## config.mk

```make
export PLATFORM = sky130hd
export DESIGN_NAME = csa_pipe
export DESIGN_NICKNAME = d
export VERILOG_FILES = /design/src/rtl/csa_pkg.sv /design/src/rtl/csa_block.sv /design/src/rtl/csa_pipe.sv
export SDC_FILE = /design/constraint.sdc
export NUM_CORES = 1
export LEC_CHECK = 0
export CELL_PAD_IN_SITES_DETAIL_PLACEMENT = 1
export CELL_PAD_IN_SITES_GLOBAL_PLACEMENT = 2
export CORE_MARGIN = 2
export CORE_UTILIZATION = 33
export CTS_BUF_LIST = sky130_fd_sc_hd__clkbuf_2
export CTS_CLUSTER_DIAMETER = 150
export DETAILED_ROUTE_END_ITERATION = 12
export PLACE_DENSITY_LB_ADDON = 0.1
export SLEW_MARGIN = 25
export SYNTH_ARGS = -nofsm -noshare
export SYNTH_HDL_FRONTEND = slang
export SYNTH_SLANG_ARGS = --single-unit
export TNS_END_PERCENT = 5
```

## constraint.sdc

```tcl
create_clock -name clk -period 11.07 [get_ports clk]
set_clock_uncertainty 0.1 [all_clocks]
set_input_delay 1.6605 -clock clk [delete_from_list [all_inputs] [get_ports clk]]
set_output_delay 1.6605 -clock clk [all_outputs]
set_load 0.01 [all_outputs]
```

## src/rtl/csa_pkg.sv

```systemverilog
// Shared constants and configuration checks for the pipelined
// carry-select adder/subtractor.
package csa_pkg;

  localparam int CSA_WIDTH  = 32;
  localparam int CSA_BLOCK  = 4;
  localparam int CSA_STAGES = 2;

  function automatic bit csa_params_ok(
    input int w,
    input int b,
    input int s
  );
    return (w > 0) && (b > 0) && (s >= 1) &&
           (w % b == 0) && ((w / b) % s == 0);
  endfunction

endpackage

```

## src/rtl/csa_block.sv

```systemverilog
// One carry-select slice: both carry-in cases are added up front,
// and the real incoming carry only drives the final mux.
module csa_block #(
  parameter int BLOCK = 4
) (
  input  logic [BLOCK-1:0] a_i,
  input  logic [BLOCK-1:0] b_i,
  input  logic             c_i,
  output logic [BLOCK-1:0] s_o,
  output logic             c_o,
  output logic             mc_o
);

  logic [BLOCK:0] r0;
  logic [BLOCK:0] r1;

  assign r0 = {1'b0, a_i} + {1'b0, b_i};
  assign r1 = {1'b0, a_i} + {1'b0, b_i} + {{BLOCK{1'b0}}, 1'b1};

  assign {c_o, s_o} = c_i ? r1 : r0;

  // carry into the slice MSB, recovered from the MSB sum bit
  assign mc_o = s_o[BLOCK-1] ^ a_i[BLOCK-1] ^ b_i[BLOCK-1];

endmodule

```

## src/rtl/csa_pipe.sv

```systemverilog
// Pipelined carry-select adder/subtractor with valid/ready flow
// control, signed overflow flag and a sticky overflow latch.
module csa_pipe
  import csa_pkg::*;
#(
  parameter int WIDTH  = CSA_WIDTH,
  parameter int BLOCK  = CSA_BLOCK,
  parameter int STAGES = CSA_STAGES
) (
  input  logic             clk,
  input  logic             rst,
  input  logic             in_valid,
  output logic             in_ready,
  input  logic [WIDTH-1:0] a,
  input  logic [WIDTH-1:0] b,
  input  logic             cin,
  input  logic             sub,
  output logic             out_valid,
  input  logic             out_ready,
  output logic [WIDTH-1:0] sum,
  output logic             cout,
  output logic             overflow,
  output logic             ovf_sticky,
  input  logic             clr
);

  localparam int NBLK = WIDTH / BLOCK;
  localparam int BPS  = NBLK / STAGES;
  localparam int SW   = BPS * BLOCK;

  if (!csa_params_ok(WIDTH, BLOCK, STAGES)) begin : g_bad_cfg
    $fatal(1, "csa_pipe: illegal WIDTH/BLOCK/STAGES");
  end

  logic [STAGES-1:0][WIDTH-1:0] ai_w, bi_w, si_w, so_w;
  logic [STAGES-1:0][WIDTH-1:0] a_q, b_q, s_q;
  logic [STAGES-1:0][BPS-1:0]   mcb_w;
  logic [STAGES-1:0]            ci_w, co_w, vi_w;
  logic [STAGES-1:0]            v_q, c_q;
  logic [STAGES:0]              rdy;
  logic                         ov_q;
  logic                         sticky_q;
  logic                         unused_w;

  assign rdy[STAGES] = out_ready;
  assign in_ready    = rdy[0] & ~rst;

  for (genvar s = 0; s < STAGES; s++) begin : g_st
    localparam int LO = s * SW;

    logic [BPS:0]       cc;
    logic [SW-1:0]      bs;
    logic [WIDTH-1:0]   so;

    assign rdy[s] = ~v_q[s] | rdy[s+1];

    if (s == 0) begin : g_in
      assign vi_w[s] = in_valid & in_ready;
      assign ai_w[s] = a;
      assign bi_w[s] = sub ? ~b : b;
      assign ci_w[s] = cin ^ sub;
      assign si_w[s] = '0;
    end else begin : g_mid
      assign vi_w[s] = v_q[s-1];
      assign ai_w[s] = a_q[s-1];
      assign bi_w[s] = b_q[s-1];
      assign ci_w[s] = c_q[s-1];
      assign si_w[s] = s_q[s-1];
    end

    assign cc[0] = ci_w[s];

    for (genvar j = 0; j < BPS; j++) begin : g_blk
      csa_block #(.BLOCK(BLOCK)) u_blk (
        .a_i  (ai_w[s][LO + j*BLOCK +: BLOCK]),
        .b_i  (bi_w[s][LO + j*BLOCK +: BLOCK]),
        .c_i  (cc[j]),
        .s_o  (bs[j*BLOCK +: BLOCK]),
        .c_o  (cc[j+1]),
        .mc_o (mcb_w[s][j])
      );
    end

    always_comb begin
      so = si_w[s];
      so[LO +: SW] = bs;
    end

    assign so_w[s] = so;
    assign co_w[s] = cc[BPS];
  end

  // a stage loads whenever it is empty or its content moves on
  always_ff @(posedge clk) begin
    if (rst) begin
      v_q  <= '0;
      c_q  <= '0;
      a_q  <= '0;
      b_q  <= '0;
      s_q  <= '0;
      ov_q <= 1'b0;
    end else begin
      for (int s = 0; s < STAGES; s++) begin
        if (rdy[s]) begin
          v_q[s] <= vi_w[s];
          if (vi_w[s]) begin
            a_q[s] <= ai_w[s];
            b_q[s] <= bi_w[s];
            s_q[s] <= so_w[s];
            c_q[s] <= co_w[s];
          end
        end
      end
      if (rdy[STAGES-1] && vi_w[STAGES-1]) begin
        ov_q <= mcb_w[STAGES-1][BPS-1] ^ co_w[STAGES-1];
      end
    end
  end

  always_ff @(posedge clk) begin
    if (rst) begin
      sticky_q <= 1'b0;
    end else if (out_valid && out_ready && ov_q) begin
      sticky_q <= 1'b1;
    end else if (clr) begin
      sticky_q <= 1'b0;
    end
  end

  assign out_valid  = v_q[STAGES-1];
  assign sum        = s_q[STAGES-1];
  assign cout       = c_q[STAGES-1];
  assign overflow   = ov_q;
  assign ovf_sticky = sticky_q;

  assign unused_w = ^{a_q, b_q, ai_w, bi_w, mcb_w};

endmodule

```

# Word level (Yosys, flattened, before mapping)
# Cells that the tools add are included.
[totals]
register_bits = 118
out_inout_bits = 37
[op_classes]
n_addsub = 16
bitwise = 12
reduce_logical = 6
n_mux = 11
[ops]
columns = ["op", "count"]
rows = [
  ["$add 4x4->5", 8],
  ["$add 5x1->5 const B", 8],
  ["$mux 5", 8],
  ["$mux 32", 1],
  ["$not 32->32", 1],
  ["$reduce_and 2->1", 2],
  ["$xor 1x1->1", 4],
  ["$logic_and 1x1->1", 3],
  ["$not 1->1", 3],
  ["$and 1x1->1", 2],
  ["$mux 1", 2],
  ["$or 1x1->1", 2],
  ["$reduce_bool 2->1", 1],
]

# Logic depth before layout (Yosys ltp)
# Gate-level depths: netlist of the first run.
[logic_depth]
ltp_word = 9
ltp_mapped = 16

# Hierarchy
# Synthesis of the first run repeated with hierarchy kept, for this count alone.
[unflattened]
cells_unflattened = 627
area_unflattened_um2 = 5836.8
[by_module_without_submodules]
columns = ["module", "area_per_inst_um2", "n_inst", "cells_each"]
rows = [
  ["csa_pipe", 3604.7, 1, 363],
  ["csa_block", 279.0, 8, 33],
]

# Worst setup path after synthesis of the first run
# OpenSTA, ideal clock, no wires.
[synth_timing]
path_kind = "input to register"
startpoint = "input sub"
endpoint = "register s_q, in the netlist g_st[1].so[15]"
stages = 16
slack_ns = 5.876
path_buffers = 2
arrival_ns = 5.032
required_time_ns = 10.908
path_cell_list = "buf_2 > buf_1 > xor2_1 > ha_1 > inv_1 > fa_1 > inv_1 > ha_1 > nand2_1 > nor2_1 > a21oi_1 > nor4b_2 > mux2i_1 > xnor2_1 > or4_1 > nand3_1"
[synth_via]
elab_chain_cells = 7
elab_cells_between_ends = 14
classes_between = "add/sub: 8; mux: 5; bitwise: 1"
[synth_rtl]
columns = ["element", "line_no", "text"]
rows = [
  ["start: declaration", "csa_pipe.sv:17", "input logic sub,"],
  ["$mux 32", "csa_pipe.sv:60", "assign bi_w[s] = sub ? ~b : b;"],
  ["$add 4x4->5", "csa_block.sv:17, csa_block.sv:18", ""],
  ["$add 5x1->5", "csa_block.sv:18", "assign r1 = {1'b0, a_i} + {1'b0, b_i} + {{BLOCK{1'b0}}, 1'b1};"],
  ["$mux 5 (3 in a row)", "csa_block.sv:20", "assign {c_o, s_o} = c_i ? r1 : r0;"],
  ["$mux 5 *", "csa_block.sv:20", ""],
  ["end signal: indexed assignment", "csa_pipe.sv:109", "s_q[s] <= so_w[s];"],
  ["end: declaration", "csa_pipe.sv:36", "logic [STAGES-1:0][WIDTH-1:0] a_q, b_q, s_q;"],
]
# Mark *: on every way between the ends. The rest lies on a longest branch, timed or not.
# A chain may end at the register's enable or synchronous reset.

# Worst setup path after layout of the first run
# Same ends and word-level chain as after synthesis.

==> metrics.txt, run 1 <==
DRC 0; initial core utilization 33.4%; power per cell area 117 nW/um^2; GRT Overall Usage 16.8%; worst endpoint required time 11.49 ns; worst setup path class in -> reg; Die Wd 127 um; Worst Hold End sum[9]$_SDFFE_PP0P_; clock latency on the worst-skew pair 0.58 ns; Synth-to-Final Area Change 26.4%; Hold Fails Final Rpt 0; largest net degree at the start of global routing 78; Leak 2.58 nW; count leader, synth dfxtp_1; max-slew violation count 0; fmax 0.194 GHz; dominant cell type by area after synthesis dfxtp_1; vias per cell 4.88; Max Buffers Root-to-Sink 2; Setup TNS Final 0 ns; worst-path fanout max 33; Reg2Reg Capture Point overflow$_SDFFE_PP0P_; slowest cell delay on critical path 0.70 ns; crit-path cells buf_2, xor2_1, ha_1, inv_1, fa_1, inv_1, ha_1, nand2_1, nor2_1, a21oi_1, nor4b_2, mux2i_1, xnor2_1, or4_1, nand3_1; crit end category register; post-synthesis cell area 5020 um^2; register area share after synthesis 34.3%; final setup fails 0; Vias 4305; peak supply drop 0.0000403 V; setup slack, reg-to-reg 7.43 ns; metal2 WL 5980 um; IO Count 108; RSZ-0062 raised after global routing no; Pwr Total 0.741 mW; worst hold start sum[9]$_SDFFE_PP0P_; number of synthesized flops with an enable pin 0; CTS tree done; slowest CP cell buf_2; drt wl/cell 15.0 um; Final nets 807; Worst Tran Pin Value 0.957 ns; Detailed Routing Iterations Pass 1 4; hold path cells 2; gp weighted congestion 0.737; delay-heaviest family, CP simple AND/OR/NAND/NOR gates; Min Clock Period, post-route 5.16 ns; FF+latch area 1720 um^2; DR WL met3 421 um; first-pass GRT wire length 21600 um; post-synth top area share 34.3%; synthesized instance count 598; Chip Height 127 um; CTS Buf Count 9; post-CTS setup repair buffer count 0; Post-CTS Hold Fix Bufs 0; syn_nets 717; r2r startpoint b_q[16]$_SDFFE_PP0P_; Post-synth top cells 86 x dfxtp_1, 83 x nand2_1, 54 x nand3_1; area occupied by multi-input gates 3080 um^2; Routed Antenna Nets 0; CTS H-tree depth 3; top post-synthesis cells by area dfxtp_1 34%, ha_1 10%, xnor2_1 7.9%; Arr. time, crit path 5.58 ns; Hold WC Path Type reg -> reg; crit start category input port; Worst slew margin 36.2%; DIE AREA 16200 um^2; DP Wirelength 10100 um; port bufs 107; final WL 13200 um; WL met1 6620 um; vias in the first global route 4384; Filler cells 1828; maxcap violations 0; clock root buffer clkbuf_2; initial antenna violation count 1; FP Rows 45; Num Clock Sinks 86; ys async rst share 0%; global route overflow 0; syn avg cell area 8.39 um^2; final period utilization 46.6%; highest routing layer actually used met4; #FFs+latches synth 86; Main synth FF type dfxtp_1; number of DRC markers in iteration 0 110; worst reg2reg path depth 11; post-CTS sizing 0; outcome finished clean; Netlist cell types 45; Synth warnings 0; Placeable Area 15000 um^2; CTS clk-pin slew, worst paths 0.21 ns; Critical path buffers and inverters 3; share of cells above drive strength 1 4.62%
worst min-delay path, cell delays in order (launching register included):
cell and delay, ns:
dfxtp_1 0.36, nand2_1 0.05, a21oi_1 0.05
area by class of cell:
cell class / instances / share of cell area [%]
Multi-Input combinational cell: 452 / 48.6
Sequential cell: 86 / 27.1
Timing Repair Buffer: 111 / 17.6
Tap cell: 188 / 3.71
Inverter: 28 / 1.66
Clock buffer: 11 / 0.868
Clock inverter: 5 / 0.414
Antenna cell: 1 / 0.0394
cell usage in the layout, fill, tap and decap left out, types with 4 or more instances in the layout:
master           instances
fa_1                     8
xor2_1                  31
a21o_1                  13
nand4_1                 11
inv_1                   28
mux2i_1                  6
clkdlybuf4s50_1        106
nand3_1                 54
a21oi_1                 40
nor2b_1                  4
nor2_1                  29
o21ai_0                 31
clkbuf_2                11
a211oi_1                15
nand2_1                 82
xnor2_1                 45
ha_1                    40
nand2b_1                 7
dfxtp_1                 86
per-layer routing:
layer	vias up	track usage [%]
met5	-	0
met4	0	5.82
met3	12	2.93
met2	73	27.3
met1	1993	22.6
li1	2227	-
power by group:
group,switching [mW],leakage (nW),internal (mW)
registers,0.0179,0.707,0.338
logic,0.128,1.81,0.116
clock network,0.110,0.0608,0.0297
worst max path at each step:
| stage | start | endpoint | depth (start not counted) | slack [ns] |
|---|---|---|---|---|
| after floorplan | sub | g_st[1].so[15]$_SDFFE_PP0P_ | 16 | 5.88 |
| final | sub | g_st[1].so[15]$_SDFFE_PP0P_ | 15 | 5.91 |
| after global placement | sub | g_st[1].so[15]$_SDFFE_PP0P_ | 15 | 5.42 |
| after detailed placement | sub | g_st[1].so[15]$_SDFFE_PP0P_ | 15 | 5.27 |
| after CTS | sub | g_st[1].so[15]$_SDFFE_PP0P_ | 15 | 5.92 |
| after global routing | sub | c_q[0]$_SDFFE_PP0P_ | 15 | 5.64 |
through the flow:
stage                     instances  util, %  worst slack [ns]  cell area, um^2  hold WS, ns
after floorplan                 598        -              5.88             5020        0.329
after global placement          864     41.5              5.42             6230        0.340
after detailed placement        864     41.5              5.27             6230        0.348
after CTS                       880     42.0              5.92             6310        0.374
after global routing            882     42.2              5.64             6340        0.388
final                           882     42.2              5.91             6340        0.370
kinds of logic (layout without fill, tap and decap cells):
family / Yosys count / count (layout) / share of synthesized area [%]
other: 0 / 1 / 0
flip-flops: 86 / 86 / 34.3
adder cells (fa/ha/maj): 48 / 48 / 13.2
XOR/XNOR: 76 / 76 / 13.3
multiplexers: 7 / 7 / 1.50
buffers and inverters: 60 / 155 / 4.51
AO/OA/AOI/OAI: 116 / 116 / 14.2
AND/OR/NAND/NOR: 205 / 205 / 19.1
sequential cells by signal, indices dropped and copies added, names as in the netlist:
signal      cells
ovf_sticky      1
c_q             2
v_q             2
g_st.so        16
a_q            16
b_q            16
overflow        1
sum            32
No activity file was read; power rests on OpenSTA's default activity.
==> run 2: changes to the inputs <==
--- a/config.mk
+++ b/config.mk
@@ -8,7 +8,7 @@
 export CELL_PAD_IN_SITES_DETAIL_PLACEMENT = 1
 export CELL_PAD_IN_SITES_GLOBAL_PLACEMENT = 2
 export CORE_MARGIN = 2
-export CORE_UTILIZATION = 33
+export CORE_UTILIZATION = 28
 export CTS_BUF_LIST = sky130_fd_sc_hd__clkbuf_2
 export CTS_CLUSTER_DIAMETER = 150
 export DETAILED_ROUTE_END_ITERATION = 12
==> constraint.sdc (replaced) <==
create_clock -name clk -period 4.35 [get_ports clk]
set_clock_uncertainty 0.1 [all_clocks]
set_input_delay 0.6525 -clock clk [delete_from_list [all_inputs] [get_ports clk]]
set_output_delay 0.6525 -clock clk [all_outputs]
set_load 0.01 [all_outputs]
==> run 2 against run 1 <==
Compared with the run above: core utilization fell by 4.8 points; non-clock buffer count rose by 6; total power rose to 2.8 times the previous value; wire length rose by 3.3%; combinational power rose to 2.6 times the previous value; die area rose by 17%; final cell count rose by 4.9%; clock power rose to 3.8 times the previous value; register-to-register slack got worse by 6.6 ns; critical path type unchanged; largest power group unchanged.
==> metrics.txt, run 2 (synthesis gave the netlist of run 1 again) <==
outcome finished clean; commonest cells after routing, fill and taps aside 106 x clkdlybuf4s50_1, 86 x dfxtp_1, 82 x nand2_1; Hold Fails Final Rpt 0 (unchanged); most common cell after layout, fill and taps aside clkdlybuf4s50_1; Die Wd 138 um (+8.3%); Final nets 813 (+0.74%); Vias 4313 (+0.19%); dpl cell area 6320 um^2 (+1.5%); Leak 2.63 nW (+2.0%); final WL 13600 um (+3.3%); worst endpoint required time 4.79 ns (-6.70 ns); worst reg2reg path depth 11 (unchanged); worst-path fanout max 5 (-85%); maxcap violations 0 (unchanged); clock root buffer clkbuf_2; Chip Height 138 um (+8.3%); worst hold start g_st[1].so[4]$_SDFFE_PP0P_; Reg2Reg Capture Point overflow$_SDFFE_PP0P_; peak supply drop 0.000113 V (+180%); Worst Tran Pin Value 0.976 ns (+0.0194 ns); worst setup path class in -> reg; Worst slew margin 34.9% (-1.3 points); Final Instance Area 6510 um^2 (+2.6%); vias per cell 4.66 (-4.5%); CTS tree done; Top Usage Layer GRT met2; clock latency on the worst-skew pair 0.59 ns (about the same); share of cells above drive strength 1 5.29% (+0.68 points); slowest CP cell or4_1; Post-CTS Hold Fix Bufs 0 (unchanged); initial core utilization 28.8% (-4.6 points); IO Count 108 (unchanged); Hold WC Path Type reg -> reg; fmax 0.270 GHz; Final Util 37.4% (-4.8 points); Max Buffers Root-to-Sink 2 (unchanged); DIE AREA 19000 um^2 (+17%); crit end category register; largest net degree at the start of global routing 47 (-40%); number of DRC markers in iteration 0 132 (+20%); crit-path cells clkdlybuf4s50_1, xor2_1, ha_1, inv_1, fa_1, inv_1, ha_1, nand2_1, nor2_1, a21oi_1, nor4b_2, buf_4, mux2i_1, xnor2_1, or4_1, nand3_1; power per cell area 317 nW/um^2 (+170%); FP Rows 48 (+6.7%); r2r startpoint b_q[16]$_SDFFE_PP0P_; port bufs 107 (unchanged); Min Clock Period, post-route 3.71 ns; CTS H-tree depth 3 (unchanged); CTS clk-pin slew, worst paths 0.23 ns (+0.02 ns); Routed Antenna Nets 0 (unchanged); setup slack, reg-to-reg 0.81 ns (-6.62 ns); max-slew violation count 0 (unchanged); slowest cell delay on critical path 0.53 ns (-0.17 ns); vias in the first global route 4386 (+0.046%); GR Layer Usage met2 23.4% (-3.9 points); Arr. time, crit path 4.15 ns (-1.43 ns); CTS Buf Count 9 (unchanged); first-pass GRT wire length 22100 um (+2.1%); post-CTS setup repair buffer count 0 (unchanged); Placeable Area 17400 um^2 (+16%); Pwr Total 2.07 mW (+180%); initial antenna violation count 1 (unchanged); drt wl/cell 14.7 um (-1.5%); hold path cells 2 (unchanged); FF+latch area 1720 um^2 (unchanged); hold slack 0.368 ns (-0.00176 ns); DP Wirelength 10700 um (+6.4%); GR met3 Demand/Resource 2.34% (-0.59 points); GRT Overall Usage 15.0% (-1.8 points); gp weighted congestion 0.746 (+1.3%); Setup TNS Final 0 ns (unchanged); RSZ-0062 raised after global routing no; global route overflow 0 (unchanged); Synth-to-Final Area Change 29.7%; Detailed Routing Iterations Pass 1 4 (unchanged); DRC 0 (unchanged); Filler cells 2065 (+13%); met1 Resource Use GR 21.0% (-1.7 points); final setup fails 0 (unchanged); max reg flops 32 (unchanged); crit start category input port; Worst Hold End sum[4]$_SDFFE_PP0P_; area occupied by multi-input gates 3080 um^2 (about the same); Num Clock Sinks 86 (unchanged); final period utilization 85.2%; post-CTS sizing 0 (unchanged)
## run 2: cell types whose count changed in the layout (fill, tap and decap cells not counted), moves of 2 or more
cell and change:
bufinv_16 +3, clkbuf_2 -2, clkinv_2 -2, clkinvlp_4 +2, buf_4 +6
## run 2: worst max-delay path: cells and delay by family
kind            cells  cell delay [ns]
compound gates      1             0.11
mux                 1             0.29
buf+inv             4             0.78
simple gates        5             1.16
fa+ha+maj           3             0.81
xor+xnor            2             0.33
## run 2: report_power, final
part	switching, mW	total [mW]	internal [mW]
clock	0.288	0.531	0.243
combinational	0.328	0.627	0.299
sequential	0.0457	0.907	0.861
total	0.662	2.07	1.40
## run 2: metal layers
metal | vias up | wire [um]
li1 | 2236 | -
met1 | 1988 | 7010
met2 | 73 | 5950
met3 | 16 | 434
met4 | 0 | 246
met5 | - | 0
## run 2: area by class of cell
class	instances	area share (%)
Antenna cell	1	0.0384
Clock buffer	9	0.692
Clock inverter	7	1.73
Inverter	28	1.61
Multi-Input combinational cell	452	47.3
Sequential cell	86	26.4
Tap cell	225	4.32
Timing Repair Buffer	117	17.8
## run 2: how the worst max path moves through the flow
stage          startpoint                          end  slack, ns  cells after the start
4_1_cts              b[0]  g_st[1].so[15]$_SDFFE_PP0P_       0.67                     16
2_1_floorplan         sub  g_st[1].so[15]$_SDFFE_PP0P_       0.16                     16
3_3_place_gp         b[0]  g_st[1].so[15]$_SDFFE_PP0P_       0.17                     16
5_1_grt              b[0]  g_st[1].so[14]$_SDFFE_PP0P_       0.38                     17
6_report             b[0]  g_st[1].so[15]$_SDFFE_PP0P_       0.64                     16
3_5_place_dp         b[0]  g_st[1].so[15]$_SDFFE_PP0P_      0.002                     16
## run 2: through the flow
step                      setup slack, ns  cells
after global placement              0.169    907
final                               0.643    925
after detailed placement          0.00191    907
after floorplan                     0.164    598
after global routing                0.380    925
after CTS                           0.673    923
==> run 3: changes to the inputs <==
--- a/config.mk
+++ b/config.mk
@@ -7,11 +7,13 @@
 export LEC_CHECK = 0
 export CELL_PAD_IN_SITES_DETAIL_PLACEMENT = 1
 export CELL_PAD_IN_SITES_GLOBAL_PLACEMENT = 2
-export CORE_MARGIN = 2
+export CORE_MARGIN = 1
 export CORE_UTILIZATION = 28
 export CTS_BUF_LIST = sky130_fd_sc_hd__clkbuf_2
 export CTS_CLUSTER_DIAMETER = 150
 export DETAILED_ROUTE_END_ITERATION = 12
+export GPL_ROUTABILITY_DRIVEN = 0
+export GPL_TIMING_DRIVEN = 1
 export PLACE_DENSITY_LB_ADDON = 0.1
 export SLEW_MARGIN = 25
 export SYNTH_ARGS = -nofsm -noshare
==> run 3 against run 2 <==
Compared with the run above: maximum frequency is essentially flat; register-to-register slack lost 0.03 ns; critical path depth is the same; global-route usage shrank 0.18 points; first-iteration DRC count grew 16%; clock power shrank 36%; critical endpoint unchanged; largest cell class unchanged; largest power group unchanged.
==> metrics.txt, run 3 (synthesis gave the netlist of run 1 again) <==
vias in the first global route 4218 (-3.8%); final WL 13200 um (-3.0%); post-CTS sizing 0 (unchanged); slowest cell delay on critical path 0.53 ns (about the same); worst setup path class in -> reg; Die Wd 136 um (-1.5%); post-CTS setup repair buffer count 0 (unchanged); commonest cells after routing, fill and taps aside 106 x clkdlybuf4s50_1, 86 x dfxtp_1, 82 x nand2_1; worst-path fanout max 5 (unchanged); IO Count 108 (unchanged); Hold WC Path Type reg -> reg; Worst slew margin 35.4% (+0.46 points); Setup crit end g_st[1].so[15]$_SDFFE_PP0P_; number of DRC markers in iteration 0 153 (+16%); CTS Buf Count 9 (unchanged); Detailed Routing Iterations Pass 1 4 (unchanged); first-pass GRT wire length 21300 um (-3.6%); CTS clk-pin slew, worst paths 0.24 ns (about the same); peak supply drop 0.000105 V (-6.6%); Leak 2.59 nW (-1.5%); DIE AREA 18500 um^2 (-2.9%); slowest CP cell or4_1; worst reg2reg path depth 11 (unchanged); outcome finished clean; Min Clock Period, post-route 3.71 ns (+0.00341 ns); Worst Tran Pin Value 0.969 ns (-0.00688 ns); share of cells above drive strength 1 4.73% (-0.57 points); clock latency on the worst-skew pair 0.56 ns (-0.03 ns); initial core utilization 28.8% (unchanged); largest net degree at the start of global routing 47 (unchanged); most common cell after layout, fill and taps aside clkdlybuf4s50_1; final period utilization 85.3% (about the same); Num Clock Sinks 86 (unchanged); Critical path buffers and inverters 4 (unchanged); Reg2Reg Capture Point overflow$_SDFFE_PP0P_; number of cells on the critical path 16 (unchanged); Chip Height 136 um (-1.5%); Sw Share 34.4% (+2.3 points); Setup TNS Final 0 ns (unchanged); Routed Antenna Nets 0 (unchanged); Placeable Area 17400 um^2 (unchanged); Arr. time, crit path 4.14 ns (about the same); CTS H-tree depth 3 (unchanged); RSZ-0062 raised after global routing no; fmax 0.270 GHz (about the same); crit start category input port; FP Rows 48 (unchanged); power per cell area 291 nW/um^2 (-8.4%); switching power 0.642 mW (-3.1%); Final nets 812 (-0.12%); port bufs 107 (unchanged); crit-path cells clkdlybuf4s50_1, xor2_1, ha_1, inv_1, fa_1, inv_1, ha_1, nand2_1, nor2_1, a21oi_1, nor4b_2, buf_4, mux2i_1, xnor2_1, or4_1, nand3_1; vias per cell 4.70 (+0.73%); GRT Overall Usage 14.9% (-0.18 points); max-slew violation count 0 (unchanged); Max Buffers Root-to-Sink 2 (unchanged); global route overflow 0 (unchanged); final setup fails 0 (unchanged); initial antenna violation count 1 (unchanged); Vias 4340 (+0.63%); Worst Setup SP b[0]; Final Util 36.9% (-0.51 points); r2r startpoint b_q[16]$_SDFFE_PP0P_; delay-heaviest family, CP simple AND/OR/NAND/NOR gates; max reg flops 32 (unchanged); setup slack, reg-to-reg 0.78 ns (-0.03 ns); maxcap violations 0 (unchanged); CTS tree done; Comb power frac 33.3% (+2.9 points); Synth-to-Final Area Change 27.9%; Internal 1.22 mW (-13%); clock root buffer clkbuf_2; drt wl/cell 14.3 um (-2.9%); worst endpoint required time 4.78 ns (about the same); Clock power frac 18.1% (-7.6 points); crit end category register; DRC 0 (unchanged); Post-CTS Hold Fix Bufs 0 (unchanged); sequential power share 48.6% (+4.7 points); DP Wirelength 10400 um (-3.1%); Hold Fails Final Rpt 0 (unchanged)
run 3: metrics by stage:
step / hold WS [ns] / cells / power, mW / cell area, um^2 / setup slack (ns)
CTS: 0.365 / 922 / 1.90 / 6390 / 0.666
floorplan: 0.329 / 598 / 1.32 / 5020 / 0.164
finish: 0.367 / 924 / 1.87 / 6420 / 0.640
detailed placement: 0.348 / 906 / 1.55 / 6320 / 0.00362
global placement: 0.341 / 906 / 1.53 / 6320 / 0.128
global route: 0.370 / 924 / 2.01 / 6420 / 0.401
run 3: worst reg2reg max path: stages, from the launching register on:
cell	delay (ns)
dfxtp_1	0.42
ha_1	0.21
fa_1	0.46
ha_1	0.24
and3_1	0.21
a311oi_1	0.43
or2_1	0.22
mux2_4	0.34
a211oi_2	0.22
xnor2_1	0.15
or4_1	0.49
nand3_1	0.08
run 3: routing by layer:
layer / track usage [%] / share of wire (%)
met5: 0 / 0
met3: 2.83 / 3.4
met1: 20.7 / 53
met4: 4.63 / 0.95
met2: 23.0 / 43
run 3: power by group through the flow:
stage / logic [mW] / clock network, mW / registers [mW]
floorplan: 0.402 / 0 / 0.920
global placement: 0.612 / 0 / 0.923
detailed placement: 0.627 / 0 / 0.925
CTS: 0.632 / 0.362 / 0.908
global route: 0.700 / 0.390 / 0.918
finish: 0.622 / 0.338 / 0.906
run 3: worst min path at each step:
stage,from,cells past startpoint,slack (ns),endpoint
detailed placement,g_st[1].so[3]$_SDFFE_PP0P_,2,0.35,sum[3]$_SDFFE_PP0P_
finish,g_st[1].so[3]$_SDFFE_PP0P_,2,0.37,sum[3]$_SDFFE_PP0P_
floorplan,g_st[1].so[13]$_SDFFE_PP0P_,2,0.33,sum[13]$_SDFFE_PP0P_
global placement,sum[26]$_SDFFE_PP0P_,2,0.34,sum[26]$_SDFFE_PP0P_
CTS,g_st[1].so[3]$_SDFFE_PP0P_,2,0.37,sum[3]$_SDFFE_PP0P_
global route,g_st[1].so[3]$_SDFFE_PP0P_,2,0.37,sum[3]$_SDFFE_PP0P_
run 3: cell type report:
type | count | area [um^2]
Clock buffer | 9 | 45.0
Inverter | 28 | 105
Sequential cell | 86 | 1720
Multi-Input combinational cell | 452 | 3080
Clock inverter | 7 | 31.3
Tap cell | 225 | 282
Fill cell | 2058 | 11000
Timing Repair Buffer | 116 | 1150
Antenna cell | 1 | 2.50
